**src/rtl/instr_loader.sv**
```systemverilog
// instr_loader: boot-time program loader.
// Receives LEN_HI, LEN_LO, then N big-endian 16-bit words as a byte stream,
// writes them to instruction memory from address 0 and releases the CPU
// reset once the session completes successfully.
// Optional feature macro: LOADER_CHECKSUM_EN (trailing XOR checksum byte).
module instr_loader #(
  parameter int ADDR_WIDTH = 10,
  parameter int WIDTH      = 16
) (
  input  logic                  clk,
  input  logic                  reset,
  input  logic                  start,
  input  logic                  byte_valid,
  input  logic [7:0]            byte_data,
  output logic                  byte_ready,
  output logic [ADDR_WIDTH-1:0] mem_addr,
  output logic [WIDTH-1:0]      mem_data,
  output logic                  mem_we,
  output logic                  cpu_reset,
  output logic                  busy,
  output logic                  done,
  output logic                  error,
  output logic [ADDR_WIDTH:0]   word_count
);

  typedef enum logic [3:0] {
    IDLE,
    LEN_HI,
    LEN_LO,
    DATA_HI,
    DATA_LO,
    WRITE,
`ifdef LOADER_CHECKSUM_EN
    CHECK,
`endif
    DONE,
    ERR
  } state_t;

  // Largest legal word count: the whole memory.
  localparam logic [31:0] MAX_WORDS = 32'd1 << ADDR_WIDTH;

  // State reached once the last word is written (or N == 0).
`ifdef LOADER_CHECKSUM_EN
  localparam state_t FINAL_STATE = CHECK;
`else
  localparam state_t FINAL_STATE = DONE;
`endif

  state_t                state_reg;
  state_t                state_next;
  logic [15:0]           len_reg;
  logic [7:0]            hi_reg;
  logic [7:0]            lo_reg;
  logic [ADDR_WIDTH-1:0] addr_reg;
  logic [ADDR_WIDTH:0]   count_reg;
`ifdef LOADER_CHECKSUM_EN
  logic [7:0]            csum_reg;
`endif

  logic        accept;
  logic [31:0] len_full;
  logic [31:0] len_word;
  logic [31:0] count_plus;

  // Byte handshake and 32-bit views of the counters for comparisons.
  assign accept     = byte_valid && byte_ready;
  assign len_full   = {16'd0, len_reg[15:8], byte_data};
  assign len_word   = {16'd0, len_reg};
  assign count_plus = 32'(count_reg) + 32'd1;

  // State register.
  always_ff @(posedge clk) begin
    if (reset) begin
      state_reg <= IDLE;
    end else begin
      state_reg <= state_next;
    end
  end

  // Next-state logic.
  always_comb begin
    state_next = state_reg;
    case (state_reg)
      IDLE, DONE, ERR: begin
        if (start) state_next = LEN_HI;
      end
      LEN_HI: begin
        if (accept) state_next = LEN_LO;
      end
      LEN_LO: begin
        if (accept) begin
          if (len_full > MAX_WORDS)  state_next = ERR;
          else if (len_full == 32'd0) state_next = FINAL_STATE;
          else                        state_next = DATA_HI;
        end
      end
      DATA_HI: begin
        if (accept) state_next = DATA_LO;
      end
      DATA_LO: begin
        if (accept) state_next = WRITE;
      end
      WRITE: begin
        if (count_plus < len_word) state_next = DATA_HI;
        else                       state_next = FINAL_STATE;
      end
`ifdef LOADER_CHECKSUM_EN
      CHECK: begin
        if (accept) state_next = (byte_data == csum_reg) ? DONE : ERR;
      end
`endif
      default: state_next = IDLE;
    endcase
  end

  // Datapath: length capture, byte assembly, address/word counters.
  always_ff @(posedge clk) begin
    if (reset) begin
      len_reg   <= '0;
      hi_reg    <= '0;
      lo_reg    <= '0;
      addr_reg  <= '0;
      count_reg <= '0;
`ifdef LOADER_CHECKSUM_EN
      csum_reg  <= '0;
`endif
    end else begin
      case (state_reg)
        IDLE, DONE, ERR: begin
          if (start) begin
            addr_reg  <= '0;
            count_reg <= '0;
`ifdef LOADER_CHECKSUM_EN
            csum_reg  <= '0;
`endif
          end
        end
        LEN_HI: if (accept) len_reg[15:8] <= byte_data;
        LEN_LO: if (accept) len_reg[7:0]  <= byte_data;
        DATA_HI: if (accept) hi_reg <= byte_data;
        DATA_LO: if (accept) lo_reg <= byte_data;
        WRITE: begin
          // Address wraps to 0 after a full-memory load; no write follows.
          addr_reg  <= addr_reg + 1'b1;
          count_reg <= count_reg + 1'b1;
        end
        default: ;
      endcase
`ifdef LOADER_CHECKSUM_EN
      if (accept && state_reg != CHECK) csum_reg <= csum_reg ^ byte_data;
`endif
    end
  end

  // Outputs decoded purely from registered state and registers.
  always_comb begin
    byte_ready = (state_reg == LEN_HI) || (state_reg == LEN_LO) ||
`ifdef LOADER_CHECKSUM_EN
                 (state_reg == CHECK) ||
`endif
                 (state_reg == DATA_HI) || (state_reg == DATA_LO);
    busy       = !((state_reg == IDLE) || (state_reg == DONE) || (state_reg == ERR));
    done       = (state_reg == DONE);
    error      = (state_reg == ERR);
    cpu_reset  = (state_reg == DONE);
    mem_we     = (state_reg == WRITE);
    mem_addr   = addr_reg;
    mem_data   = {hi_reg, lo_reg};
    word_count = count_reg;
  end

endmodule

```
**config.mk**
```make
export PLATFORM = sky130hd
export DESIGN_NAME = instr_loader
export DESIGN_NICKNAME = d
export VERILOG_FILES = /design/src/rtl/instr_loader.sv
export SDC_FILE = /design/constraint.sdc
export NUM_CORES = 1
export LEC_CHECK = 0
export CAP_MARGIN = 10
export CORE_MARGIN = 2
export CORE_UTILIZATION = 47
export CTS_CLUSTER_SIZE = 20
export DETAILED_ROUTE_END_ITERATION = 10
export PLACE_DENSITY = 0.79
export SYNTH_ARGS = -nofsm -noshare
export SYNTH_HDL_FRONTEND = slang
export SYNTH_SLANG_ARGS = --single-unit
```
**constraint.sdc**
```tcl
create_clock -name clk -period 2.5 [get_ports clk]
set_clock_uncertainty 0.1 [all_clocks]
set_input_delay 0.5 -clock clk [delete_from_list [all_inputs] [get_ports clk]]
set_output_delay 0.5 -clock clk [all_outputs]
set_load 0.02 [all_outputs]
```
# After elaboration in Yosys (flattened, before gate mapping)
# Cells that the tools add are included.
[op_classes] muxes=13 eq_ne=12 n_lt_le_gt_ge=2 addsub=3 reduce_logical=17
[ops] operator="32-bit zero test" n=1
[ops] operator="4-bit one-hot mux with 6 select lines" n=1
[ops] operator="11-bit one-hot mux with 2 select lines" n=1
[ops] operator="4-bit two-way mux" n=5
[ops] operator="10-bit one-hot mux with 2 select lines" n=1
[ops] operator="4-bit by 3-bit == test with 1-bit output, second input constant" n=4
[ops] operator="16-bit by 11-bit greater-than comparator with 1-bit output, second input constant" n=1
[ops] operator="12-bit by 16-bit < comparator with 1-bit output" n=1
[ops] operator="11-bit by 1-bit adder with 12-bit output, second input constant" n=1
[ops] operator="11-bit by 1-bit adder with 11-bit output, second input constant" n=1
[ops] operator="11-bit two-way mux" n=1
[ops] operator="10-bit by 1-bit adder with 10-bit output, second input constant" n=1
[ops] operator="10-bit two-way mux" n=1
[ops] operator="2-bit inequality test, second input constant" n=5
[ops] operator="2-bit AND reduction" n=5
[ops] operator="3-bit two-way mux" n=3
[ops] operator="4-bit by 2-bit == test with 1-bit output, second input constant" n=2
[ops] operator="1-bit logical OR" n=5
[ops] operator="5-bit AND reduction" n=1
[ops] operator="4-bit by 1-bit == test with 1-bit output, second input constant" n=1
[ops] operator="4-bit zero test" n=1
[ops] operator="3-bit OR reduction" n=1
[ops] operator="2-bit nonzero test" n=1
[ops] operator="1-bit logical AND" n=1
[ops] operator="1-bit zero test" n=1
[totals] elab_cells=54 register_bits=57 out_inout_bits=43

# Longest topological paths before layout
# Gate-level depths: netlist (run 1).
[depth] ltp_word=7 ltp_mapped=10

# Least setup slack after synthesis (run 1)
# Ideal clock, no wire load.
[synth_timing] path_type="reg2reg" start="reg count_reg[0] (netlist: word_count[0])" end="reg state_reg[2]" period_less_slack_ns=2.647 setup_time_ns=0.091 t_arrival_ns=2.456 required_ns=2.309 path_buffers=0 setup_slack_ns=-0.147 stages_incl_launch_ff=11 cell_sequence="dfxtp_1 ha_1 and2_1 and2_1 nand3_1 xnor2_1 ha_1 o2111ai_1 a21o_1 or3_1 a311oi_1"
[synth_between] elab_chain_len=4
[synth_rtl] element="from (decl)" line="56" rtl="logic [ADDR_WIDTH:0] count_reg;"
[synth_rtl] element="from (signal assigned)" line="146" rtl="count_reg <= count_reg + 1'b1;"
[synth_rtl] element="11-bit by 1-bit adder with 12-bit output" line="70" rtl="assign count_plus = 32'(count_reg) + 32'd1;"
[synth_rtl] element="12-bit by 16-bit < comparator with 1-bit output" line="105" rtl="if (count_plus < len_word) state_next = DATA_HI;"
[synth_rtl] element="3-bit two-way mux" line="105"
[synth_rtl] element="4-bit one-hot mux with 6 select lines" line="84" rtl="case (state_reg)"
[synth_rtl] element="to (signal assigned)" line="77" rtl="state_reg <= state_next;"
[synth_rtl] element="to (decl)" line="50" rtl="state_t state_reg;"
# No other way between the ends.
# A chain may end at the register's enable or synchronous reset.

# Worst setup path after layout (run 1)
# Same ends and word-level chain as after synthesis.

==> qor.csv, run 1 <==
stage,metric,value,unit
synth,Synth cell types,46,
route,WL/cell,14.5,µm
pwr,Cell Int Power,1.47,mW
final_layout,fill count,474,
synth,Ys Warns,0,
sta,Peak Freq,0.409,GHz
synth,"flops & latches, synth",56,
pwr,net switching power,0.676,mW
setup_path,CP arrival,2.58,ns
final_layout,Post-Layout Cell Count,502,
floorplan,die height,82.1,µm
pwr,leakage power,1.46,nW
sta,final setup vio count,0,
grt,global-route wire length before repair,11800,µm
clock_tree,clk root buf,clkbuf_8,
final_layout,max reg flops,16,
synth,"area leader, netlist",dfxtp_1,
final_layout,Area growth syn-to-layout,33.5,%
route,Residual DRC,0,
route,Starting DRT DRC Count,174,
sta,Setup TNS Final,0,ns
synth,mapped cell area,2870,µm²
grt,GRT Util Overall,22.3,%
sta,minimum clock period,2.45,ns
clock_tree,"CTS clk-pin slew, worst paths",0.11,ns
route,vias per std cell,5.49,
synth,syn avg cell area,8.03,µm²
sta,Final Hold Violating Endpoints,0,
pwr,worst vdd ir,0.364,mV
pwr,combinational power share,28.2,%
pwr,switching part of the total,31.5,%
clock_tree,H-tree levels,2,
pwr,Pwr Density,560,nW/µm²
synth,post-synthesis sequential area ratio,39.1,%
floorplan,Die W,82.1,µm
setup_path,CP Launch Type,flop,
synth,share of the synthesized area in the top cell type,39.1,%
grt,initial antenna violation count,0,
grt,GR Overflow Total,0,
synth,syn nets,382,
clock_tree,clk sinks,56,
sta,"Slew Viols, Final",0,
setup_path,Worst Path Max Fanout,5,
grt,largest net degree at the start of global routing,32,
placed_design,placed cells,490,
min_path,worst min path class,reg2reg,
setup_path,CP Capture Type,flop,
run,max-capacitance violation count,0,
setup_path,crit path kind,reg2reg,
final_layout,share of layout cells above drive strength 1,15.0,%
clock_tree,CTS tree,built,
floorplan,# rows,28,
synth,Most used DFF post-synth,dfxtp_1,
sta,RSZ-0062 raised after global routing,yes,
sta,"Period Utilization, post-route",97.9,%
final_layout,Final Net Count,451,
synth,number of synthesized flops with an enable pin,0,
floorplan,Core ar.,5920,µm²
route,First-pass DRT Iterations,4,
final_layout,# diodes,0,
sta,worst slew pin tran,0.572,ns
route,via count,2754,
setup_path,crit path from,word_count[0]$_SDFFE_PP0P_,
setup_path,Setup crit end,state_reg[2]$_SDFFE_PP0P_,
pwr,Clk pwr share,26.6,%
synth,largest cells by area after synthesis,"dfxtp_1 39%, nand2_1 6.5%, nor2_1 6.3%",
clock_tree,worst-case clock buffer depth,2,
floorplan,Top Ports,55,
pwr,"Power, Total",2.14,mW
setup_path,Worst R2R End,state_reg[2]$_SDFFE_PP0P_,
synth,Post-synth ARST share,0,%
placed_design,input/output buffers,54,
floorplan,Initial Util,48.4,%
synth,Cells after Synth,357,
pwr,sequential share of power,45.2,%
outcome,status,"finished, final reports clean",
setup_path,Worst R2R Path Depth,10,
placed_design,final estimated routing congestion in global placement,0.833,
clock_tree,total CTS buffers,5,
setup_path,R2R Setup Slk,0.05,ns
route,Final Routed Wirelength,7270,µm
floorplan,Total Die Area,6740,µm²
route,post-route ant nets,0,
grt,vias in the first global route,2534,
setup_path,Worst Path Required,2.63,ns
clock_tree,worst-skew pair later-pin latency,0.32,ns
placed_design,hpwl dp,5300,µm
sta,Max-Slew Margin vs Limit,61.9,%
setup_path,Reg-to-Reg Start,word_count[0]$_SDFFE_PP0P_,
power groups by stage:
stage | logic, mW | clock network [mW] | registers [mW]
floorplan | 0.369 | 0 | 0.987
global placement | 0.567 | 0 | 0.987
CTS | 0.581 | 0.580 | 0.970
finish | 0.603 | 0.570 | 0.969
detailed placement | 0.577 | 0 | 0.991
global route | 0.664 | 0.618 | 0.974
worst min path at each step:
stage,start,end,slack [ns],depth (start not counted)
after floorplan,len_reg[1]$_SDFFE_PP0P_,len_reg[1]$_SDFFE_PP0P_,0.34,2
after global placement,hi_reg[0]$_SDFFE_PP0P_,hi_reg[0]$_SDFFE_PP0P_,0.34,2
after detailed placement,len_reg[3]$_SDFFE_PP0P_,len_reg[3]$_SDFFE_PP0P_,0.35,2
after CTS,len_reg[3]$_SDFFE_PP0P_,len_reg[3]$_SDFFE_PP0P_,0.36,2
after global routing,len_reg[5]$_SDFFE_PP0P_,len_reg[5]$_SDFFE_PP0P_,0.39,2
final,len_reg[5]$_SDFFE_PP0P_,len_reg[5]$_SDFFE_PP0P_,0.36,2
metal layers:
layer	vias to the layer above	track usage [%]	wire length [µm]
met1	1288	29.8	3180
met5	-	0	0
met4	0	6.83	99
met2	67	37.2	3630
met3	8	3.59	361
li1	1391	-	-
worst max-delay path: stages (launching register included):
cell,delay [ns]
dfxtp_4,0.38
ha_4,0.16
and2_4,0.15
and4_4,0.18
xor2_1,0.14
ha_1,0.31
a21o_2,0.14
a21oi_2,0.06
a21o_1,0.18
or3_1,0.30
a311oi_1,0.27
Yosys cell counts, drive strengths merged, types with 2 or more instances:
cell type,number
a21oi,33
clkbuf,18
nand4,2
buf,6
nor2b,2
nand2,50
and3,11
nor4,2
o21ai,9
and2,5
nand3b,2
a41oi,2
inv,13
a211oi,3
nor2,48
or3,4
a31oi,3
o211a,2
nand3,12
a22oi,5
a311oi,8
mux2,3
o41ai,2
a21o,3
a211o,2
ha,13
xnor2,8
mux2i,12
xor2,4
o2111ai,2
dfxtp,56
cells by family after synthesis:
family,after synthesis,share of synthesized area [%]
AO/OA/AOI/OAI,81,18.6
adder cells (fa/ha/maj),13,5.67
multiplexers,15,5.37
buffers and inverters,38,5.32
AND/OR/NAND/NOR,142,22.3
flip-flops,56,39.1
XOR/XNOR,12,3.66
per-stage QoR:
stage | util, % | hold slack [ns] | setup WS, ns | cell area, µm²
6_report | 64.6 | 0.361 | 0.0529 | 3830
5_1_grt | 64.6 | 0.386 | -0.0182 | 3830
4_1_cts | 63.1 | 0.361 | 0.0202 | 3730
3_5_place_dp | 61.2 | 0.347 | -0.0134 | 3620
3_3_place_gp | 61.2 | 0.345 | 0.0720 | 3620
2_1_floorplan | - | 0.336 | 0.00889 | 2880
layout by cell type, fill, tap and decap left out, drive strengths merged, types with 6 or more instances in the layout:
cell	count
inv	14
clkbuf	6
nand3	12
nor2	48
clkdlybuf4s50	53
and3	11
xnor2	8
mux2i	12
o21ai	9
dfxtp	56
nand2	50
a311oi	8
ha	13
buf	33
a21oi	33
timing repair:
| action | CTS | global route |
|---|---|---|
| hold buffers | 0 | 0 |
| hold endpoints to repair | 0 | 0 |
| setup endpoints to repair | 1 | 4 |
| resized for setup | 0 | 15 |
| setup buffers | 0 | 4 |
| gates cloned | 0 | 0 |
| pin swaps | 1 | 4 |
area by class of cell:
type / instances / area, µm² / share of cell area (%)
clock inverters: 2 / 16.3 / 0.425
clock buffers: 6 / 93.8 / 2.45
flip-flops and latches: 56 / 1140 / 29.7
repair buffers: 86 / 776 / 20.3
well taps: 75 / 93.8 / 2.45
multi-input cells: 263 / 1660 / 43.3
inverters: 14 / 52.6 / 1.37
No activity file was read; power rests on OpenSTA's default activity.
==> inputs of run 2 (changes only) <==
Settings changed: CORE_MARGIN 2 to not set, GPL_ROUTABILITY_DRIVEN set to 0.
==> qor.csv, run 2 (same netlist as run 1, synthesis figures left out) <==
stage,metric,value,unit,change
outcome,status,"complete, but fails checks",,"was finished, final reports clean"
outcome,failing checks,design-rule violations,,
run,max-capacitance violation count,0,,unchanged
route,Final Routed Wirelength,7170,µm,was 7270 µm
setup_path,Worst R2R End,state_reg[2]$_SDFFE_PP0P_,,unchanged
clock_tree,"CTS clk-pin slew, worst paths",0.12,ns,was 0.11 ns
final_layout,max reg flops,16,,unchanged
clock_tree,total CTS buffers,5,,unchanged
setup_path,crit path from,word_count[0]$_SDFFE_PP0P_,,unchanged
final_layout,# diodes,0,,unchanged
sta,final setup vio count,0,,unchanged
sta,Max-Slew Margin vs Limit,46.8,%,was 61.9%
min_path,worst min path class,reg2reg,,unchanged
placed_design,hpwl dp,5130,µm,was 5300 µm
placed_design,Placed Area,3620,µm²,about the same
floorplan,Initial Util,48.7,%,was 48.4%
floorplan,Core ar.,5890,µm²,was 5920 µm²
floorplan,die height,80.1,µm,was 82.1 µm
floorplan,Top Ports,55,,unchanged
route,vias per std cell,5.48,,was 5.49
sta,RSZ-0062 raised after global routing,yes,,unchanged
route,Starting DRT DRC Count,165,,was 174
final_layout,"commonest non-fill, non-tap cell in the layout",clkdlybuf4s50_1,,unchanged
floorplan,Total Die Area,6420,µm²,was 6740 µm²
clock_tree,CTS tree,built,,unchanged
setup_path,CP arrival,2.58,ns,about the same
placed_design,input/output buffers,54,,unchanged
grt,global-route wire length before repair,11600,µm,"was 11,800 µm"
route,WL/cell,14.4,µm,was 14.5 µm
route,Residual DRC,1,,was 0
clock_tree,clk sinks,56,,unchanged
pwr,leakage power,1.44,nW,was 1.46 nW
setup_path,CP Capture Type,flop,,unchanged
grt,GRT Util Overall,23.1,%,was 22.3%
floorplan,Die W,80.1,µm,was 82.1 µm
route,First-pass DRT Iterations,9,,was 4
sta,Final Hold Violating Endpoints,0,,unchanged
setup_path,R2R Setup Slk,0.05,ns,about the same
floorplan,# rows,28,,unchanged
clock_tree,worst-skew pair later-pin latency,0.32,ns,about the same
route,post-route ant nets,0,,unchanged
setup_path,Worst R2R Path Depth,10,,unchanged
setup_path,CP Launch Type,flop,,unchanged
sta,worst slew pin tran,0.798,ns,was 0.572 ns
final_layout,Post-Layout Cell Count,499,,was 502
setup_path,Setup crit end,state_reg[2]$_SDFFE_PP0P_,,unchanged
placed_design,placed cells,489,,was 490
setup_path,Worst Path Max Fanout,5,,unchanged
sta,"Slew Viols, Final",0,,unchanged
clock_tree,H-tree levels,2,,unchanged
setup_path,Worst Path Required,2.63,ns,about the same
final_layout,most frequent cells in the layout,"52 x clkdlybuf4s50_1, 50 x nand2_1, 50 x dfxtp_1, 47 x nor2_1, 32 x a21oi_1",,"was 53 x clkdlybuf4s50_1, 50 x nand2_1, 50 x dfxtp_1, 47 x nor2_1"
grt,vias in the first global route,2582,,"was 2,534"
setup_path,crit path kind,reg2reg,,unchanged
final_layout,Final Net Count,448,,was 451
pwr,Pwr Density,552,nW/µm²,was 560 nW/µm²
grt,GR Overflow Total,0,,unchanged
sta,Peak Freq,0.409,GHz,about the same
grt,initial antenna violation count,0,,unchanged
sta,"Period Utilization, post-route",97.9,%,about the same
clock_tree,clk root buf,clkbuf_8,,unchanged
final_layout,Area growth syn-to-layout,31.8,%,was 33.5%
final_layout,share of layout cells above drive strength 1,13.9,%,was 15.0%
clock_tree,# hold bufs at CTS,0,,unchanged
pwr,worst vdd ir,0.307,mV,was 0.364 mV
final_layout,post-route cell area,3780,µm²,was 3830 µm²
grt,largest net degree at the start of global routing,44,,was 32
clock_tree,worst-case clock buffer depth,2,,unchanged
setup_path,Reg-to-Reg Start,word_count[0]$_SDFFE_PP0P_,,unchanged
sta,minimum clock period,2.45,ns,about the same
route,via count,2733,,"was 2,754"
run 2: cell types whose count changed in the layout (fill, tap and decap cells not counted):
| cell | change |
|---|---|
| buf_4 | -3 |
| nand3_2 | -1 |
| dlymetal6s2s_1 | +1 |
| nand3_1 | +1 |
| clkinvlp_4 | +1 |
| clkdlybuf4s50_1 | -1 |
| xnor2_2 | -1 |
| clkbuf_16 | -1 |
| clkinv_2 | -1 |
| xnor2_1 | +1 |
| inv_4 | +1 |
run 2: routing by layer:
metal / up-vias / wire length (µm) / track usage (%)
met5: - / 0 / 0
met4: 0 / 96 / 6.61
met2: 65 / 3560 / 39.6
met3: 10 / 332 / 5.11
li1: 1383 / - / -
met1: 1275 / 3180 / 28.9
run 2: layout make-up:
class	instances	area, µm²
inverter	14	52.6
fill	472	2110
sequential	56	1140
clock inverter	3	25.0
timing repair buffer	83	756
clock buffer	5	68.8
tap	75	93.8
multi-input combinational	263	1640
run 2: worst min path at each step:
stage | start | end | slack (ns) | depth (start not counted)
2_1_floorplan | len_reg[1]$_SDFFE_PP0P_ | len_reg[1]$_SDFFE_PP0P_ | 0.34 | 2
3_3_place_gp | hi_reg[0]$_SDFFE_PP0P_ | hi_reg[0]$_SDFFE_PP0P_ | 0.34 | 2
3_5_place_dp | hi_reg[0]$_SDFFE_PP0P_ | hi_reg[0]$_SDFFE_PP0P_ | 0.35 | 2
4_1_cts | hi_reg[0]$_SDFFE_PP0P_ | hi_reg[0]$_SDFFE_PP0P_ | 0.36 | 2
5_1_grt | hi_reg[1]$_SDFFE_PP0P_ | hi_reg[1]$_SDFFE_PP0P_ | 0.39 | 2
6_report | len_reg[5]$_SDFFE_PP0P_ | len_reg[5]$_SDFFE_PP0P_ | 0.36 | 2
run 2: power by group:
part           total [mW]  switching [mW]  internal, mW
Combinational       0.597           0.332         0.265
Sequential          0.965          0.0348         0.930
Clock               0.523           0.318         0.206
Total                2.09           0.684          1.40
run 2: worst max-delay path: stages, from the launching register on:
cell      delay (ns)
dfxtp_4         0.38
ha_4            0.16
and2_4          0.15
and4_4          0.18
xor2_1          0.14
ha_1            0.31
a21o_2          0.14
a21oi_2         0.06
o211a_1         0.14
or3_1           0.35
a311oi_1        0.26
run 2: stage by stage:
stage	setup WS (ns)	power, mW	utilization, %	hold WS (ns)	TNS [ns]
2_1_floorplan	0.00889	1.36	-	0.336	0
6_report	0.0537	2.09	64.2	0.362	0
5_1_grt	-0.0228	2.19	64.2	0.387	-0.0228
3_5_place_dp	0.00520	1.57	61.5	0.347	0
4_1_cts	0.0458	2.08	63.1	0.362	0
3_3_place_gp	0.0679	1.56	61.5	0.342	0
run 2: repair_timing:
| item | 4_1_cts | 5_1_grt |
|---|---|---|
| resized for setup | 0 | 14 |
| pin swaps | 1 | 2 |
| endpoints found under the setup margin | 1 | 5 |
| buffers inserted | 0 | 2 |
==> inputs of run 3 (changes only) <==
Settings changed: CORE_UTILIZATION 47 to 56, PLACE_DENSITY 0.79 to 0.88.
Clock period 2.5 ns to 2.9 ns, I/O delays scaled along.
==> qor.csv, run 3 (same netlist as run 1, synthesis figures left out) <==
stage,metric,value,unit,change
pwr,leakage power,1.31,nW,was 1.44 nW
sta,Final Hold Violating Endpoints,0,,unchanged
placed_design,input/output buffers,54,,unchanged
grt,GRT Util Overall,26.3,%,was 23.1%
route,Residual DRC,0,,was 1
clock_tree,post-CTS sizing,0,,unchanged
sta,worst slew pin tran,0.633,ns,was 0.798 ns
route,Starting DRT DRC Count,154,,was 165
setup_path,Worst R2R Path Depth,10,,unchanged
clock_tree,total CTS buffers,5,,unchanged
setup_path,Worst Path Required,3.03,ns,was 2.63 ns
run,max-capacitance violation count,0,,unchanged
setup_path,Reg-to-Reg Start,word_count[0]$_SDFFE_PP0P_,,unchanged
clock_tree,worst-case clock buffer depth,2,,unchanged
grt,global-route wire length before repair,10900,µm,"was 11,600 µm"
floorplan,Die W,73.6,µm,was 80.1 µm
clock_tree,CTS tree,built,,unchanged
final_layout,max reg flops,16,,unchanged
final_layout,share of layout cells above drive strength 1,5.93,%,was 13.9%
grt,GR Overflow Total,0,,unchanged
clock_tree,clk sinks,56,,unchanged
setup_path,CP Launch Type,flop,,unchanged
sta,Max-Slew Margin vs Limit,57.8,%,was 46.8%
final_layout,"commonest non-fill, non-tap cell in the layout",dfxtp_1,,was clkdlybuf4s50_1
sta,final setup vio count,0,,unchanged
final_layout,most frequent cells in the layout,"56 x dfxtp_1, 53 x clkdlybuf4s50_1, 50 x nand2_1, 48 x nor2_1, 33 x a21oi_1",,"was 52 x clkdlybuf4s50_1, 50 x nand2_1, 50 x dfxtp_1, 47 x nor2_1, 32 x a21oi_1"
final_layout,Area growth syn-to-layout,24.0,%,was 31.8%
placed_design,Placed Area,3470,µm²,was 3620 µm²
route,First-pass DRT Iterations,4,,was 9
min_path,Hold Crit Start,len_reg[5]$_SDFFE_PP0P_,,unchanged
route,via count,2705,,"was 2,733"
grt,largest net degree at the start of global routing,34,,was 44
setup_path,Worst Path Max Fanout,7,,was 5
final_layout,Final Net Count,429,,was 448
sta,"Slew Viols, Final",0,,unchanged
sta,Peak Freq,0.369,GHz,was 0.409 GHz
floorplan,die height,73.6,µm,was 80.1 µm
clock_tree,worst-skew pair later-pin latency,0.31,ns,was 0.32 ns
pwr,worst vdd ir,0.503,mV,was 0.307 mV
sta,RSZ-0062 raised after global routing,no,,was yes
route,vias per std cell,5.73,,was 5.48
floorplan,Top Ports,55,,unchanged
clock_tree,Setup Buffers After CTS,0,,unchanged
route,WL/cell,14.6,µm,was 14.4 µm
clock_tree,clk root buf,clkbuf_8,,unchanged
route,Final Routed Wirelength,6880,µm,was 7170 µm
setup_path,Setup crit end,state_reg[2]$_SDFFE_PP0P_,,unchanged
grt,vias in the first global route,2358,,"was 2,582"
route,post-route ant nets,0,,unchanged
floorplan,Total Die Area,5410,µm²,was 6420 µm²
placed_design,hpwl dp,4910,µm,was 5130 µm
outcome,status,"finished, final reports clean",,"was complete, but fails checks"
clock_tree,"CTS clk-pin slew, worst paths",0.10,ns,was 0.12 ns
clock_tree,H-tree levels,2,,unchanged
final_layout,# diodes,0,,unchanged
setup_path,R2R Setup Slk,0.19,ns,was 0.05 ns
floorplan,Initial Util,59.5,%,was 48.7%
setup_path,crit path kind,reg2reg,,unchanged
sta,minimum clock period,2.71,ns,was 2.45 ns
floorplan,Core ar.,4820,µm²,was 5890 µm²
setup_path,CP Capture Type,flop,,unchanged
setup_path,crit path from,word_count[0]$_SDFFE_PP0P_,,unchanged
min_path,worst min path class,reg2reg,,unchanged
floorplan,# rows,25,,was 28
grt,initial antenna violation count,0,,unchanged
final_layout,post-route cell area,3550,µm²,was 3780 µm²
sta,Setup TNS Final,0,ns,unchanged
setup_path,CP arrival,2.83,ns,was 2.58 ns
pwr,Pwr Density,490,nW/µm²,was 552 nW/µm²
clock_tree,# hold bufs at CTS,0,,unchanged
sta,"Period Utilization, post-route",93.4,%,was 97.9%
setup_path,Worst R2R End,state_reg[2]$_SDFFE_PP0P_,,unchanged
-- run 3: critical path: stages, from the launching register on --
cell	delay [ns]
dfxtp_1	0.45
ha_1	0.29
and2_1	0.16
and2_1	0.21
nand3_1	0.13
xnor2_1	0.16
ha_1	0.28
o2111ai_1	0.11
a21o_1	0.20
or3_1	0.30
a311oi_1	0.24
-- run 3: layer usage --
| layer | share of wire (%) | up-vias | global-route usage, % | routed length [µm] |
|---|---|---|---|---|
| met5 | 0 | - | 0 | 0 |
| met3 | 5.9 | 6 | 4.94 | 405 |
| met4 | 0.92 | 0 | 8.33 | 63 |
| met1 | 44 | 1258 | 34.0 | 3040 |
| met2 | 49 | 94 | 44.0 | 3370 |
| li1 | - | 1347 | - | - |
-- run 3: final cells by class --
| type | count | area (µm²) |
|---|---|---|
| timing repair buffer | 64 | 611 |
| clock inverter | 2 | 13.8 |
| multi-input combinational | 263 | 1600 |
| tap | 67 | 83.8 |
| sequential | 56 | 1120 |
| fill | 378 | 1260 |
| clock buffer | 6 | 72.6 |
| inverter | 14 | 52.6 |
-- run 3: power breakdown --
group | internal (mW) | switching [mW]
registers | 0.804 | 0.0494
clock network | 0.173 | 0.251
logic | 0.205 | 0.261
-- run 3: worst min path at each step --
stage | to | cells after the start
global placement | hi_reg[6]$_SDFFE_PP0P_ | 2
detailed placement | len_reg[5]$_SDFFE_PP0P_ | 2
CTS | len_reg[5]$_SDFFE_PP0P_ | 2
floorplan | len_reg[1]$_SDFFE_PP0P_ | 2
finish | len_reg[5]$_SDFFE_PP0P_ | 2
global route | len_reg[5]$_SDFFE_PP0P_ | 2
-- run 3: metrics by stage --
| step | power, mW | utilization [%] | cells | setup WS [ns] | hold WS, ns |
|---|---|---|---|---|---|
| final | 1.74 | 73.8 | 472 | 0.191 | 0.359 |
| after global routing | 1.83 | 73.8 | 472 | 0.00662 | 0.380 |
| after CTS | 1.75 | 73.8 | 472 | 0.181 | 0.362 |
| after detailed placement | 1.33 | 72.0 | 464 | 0.212 | 0.348 |
| after global placement | 1.32 | 72.0 | 464 | 0.314 | 0.344 |
| after floorplan | 1.17 | - | 357 | 0.253 | 0.336 |
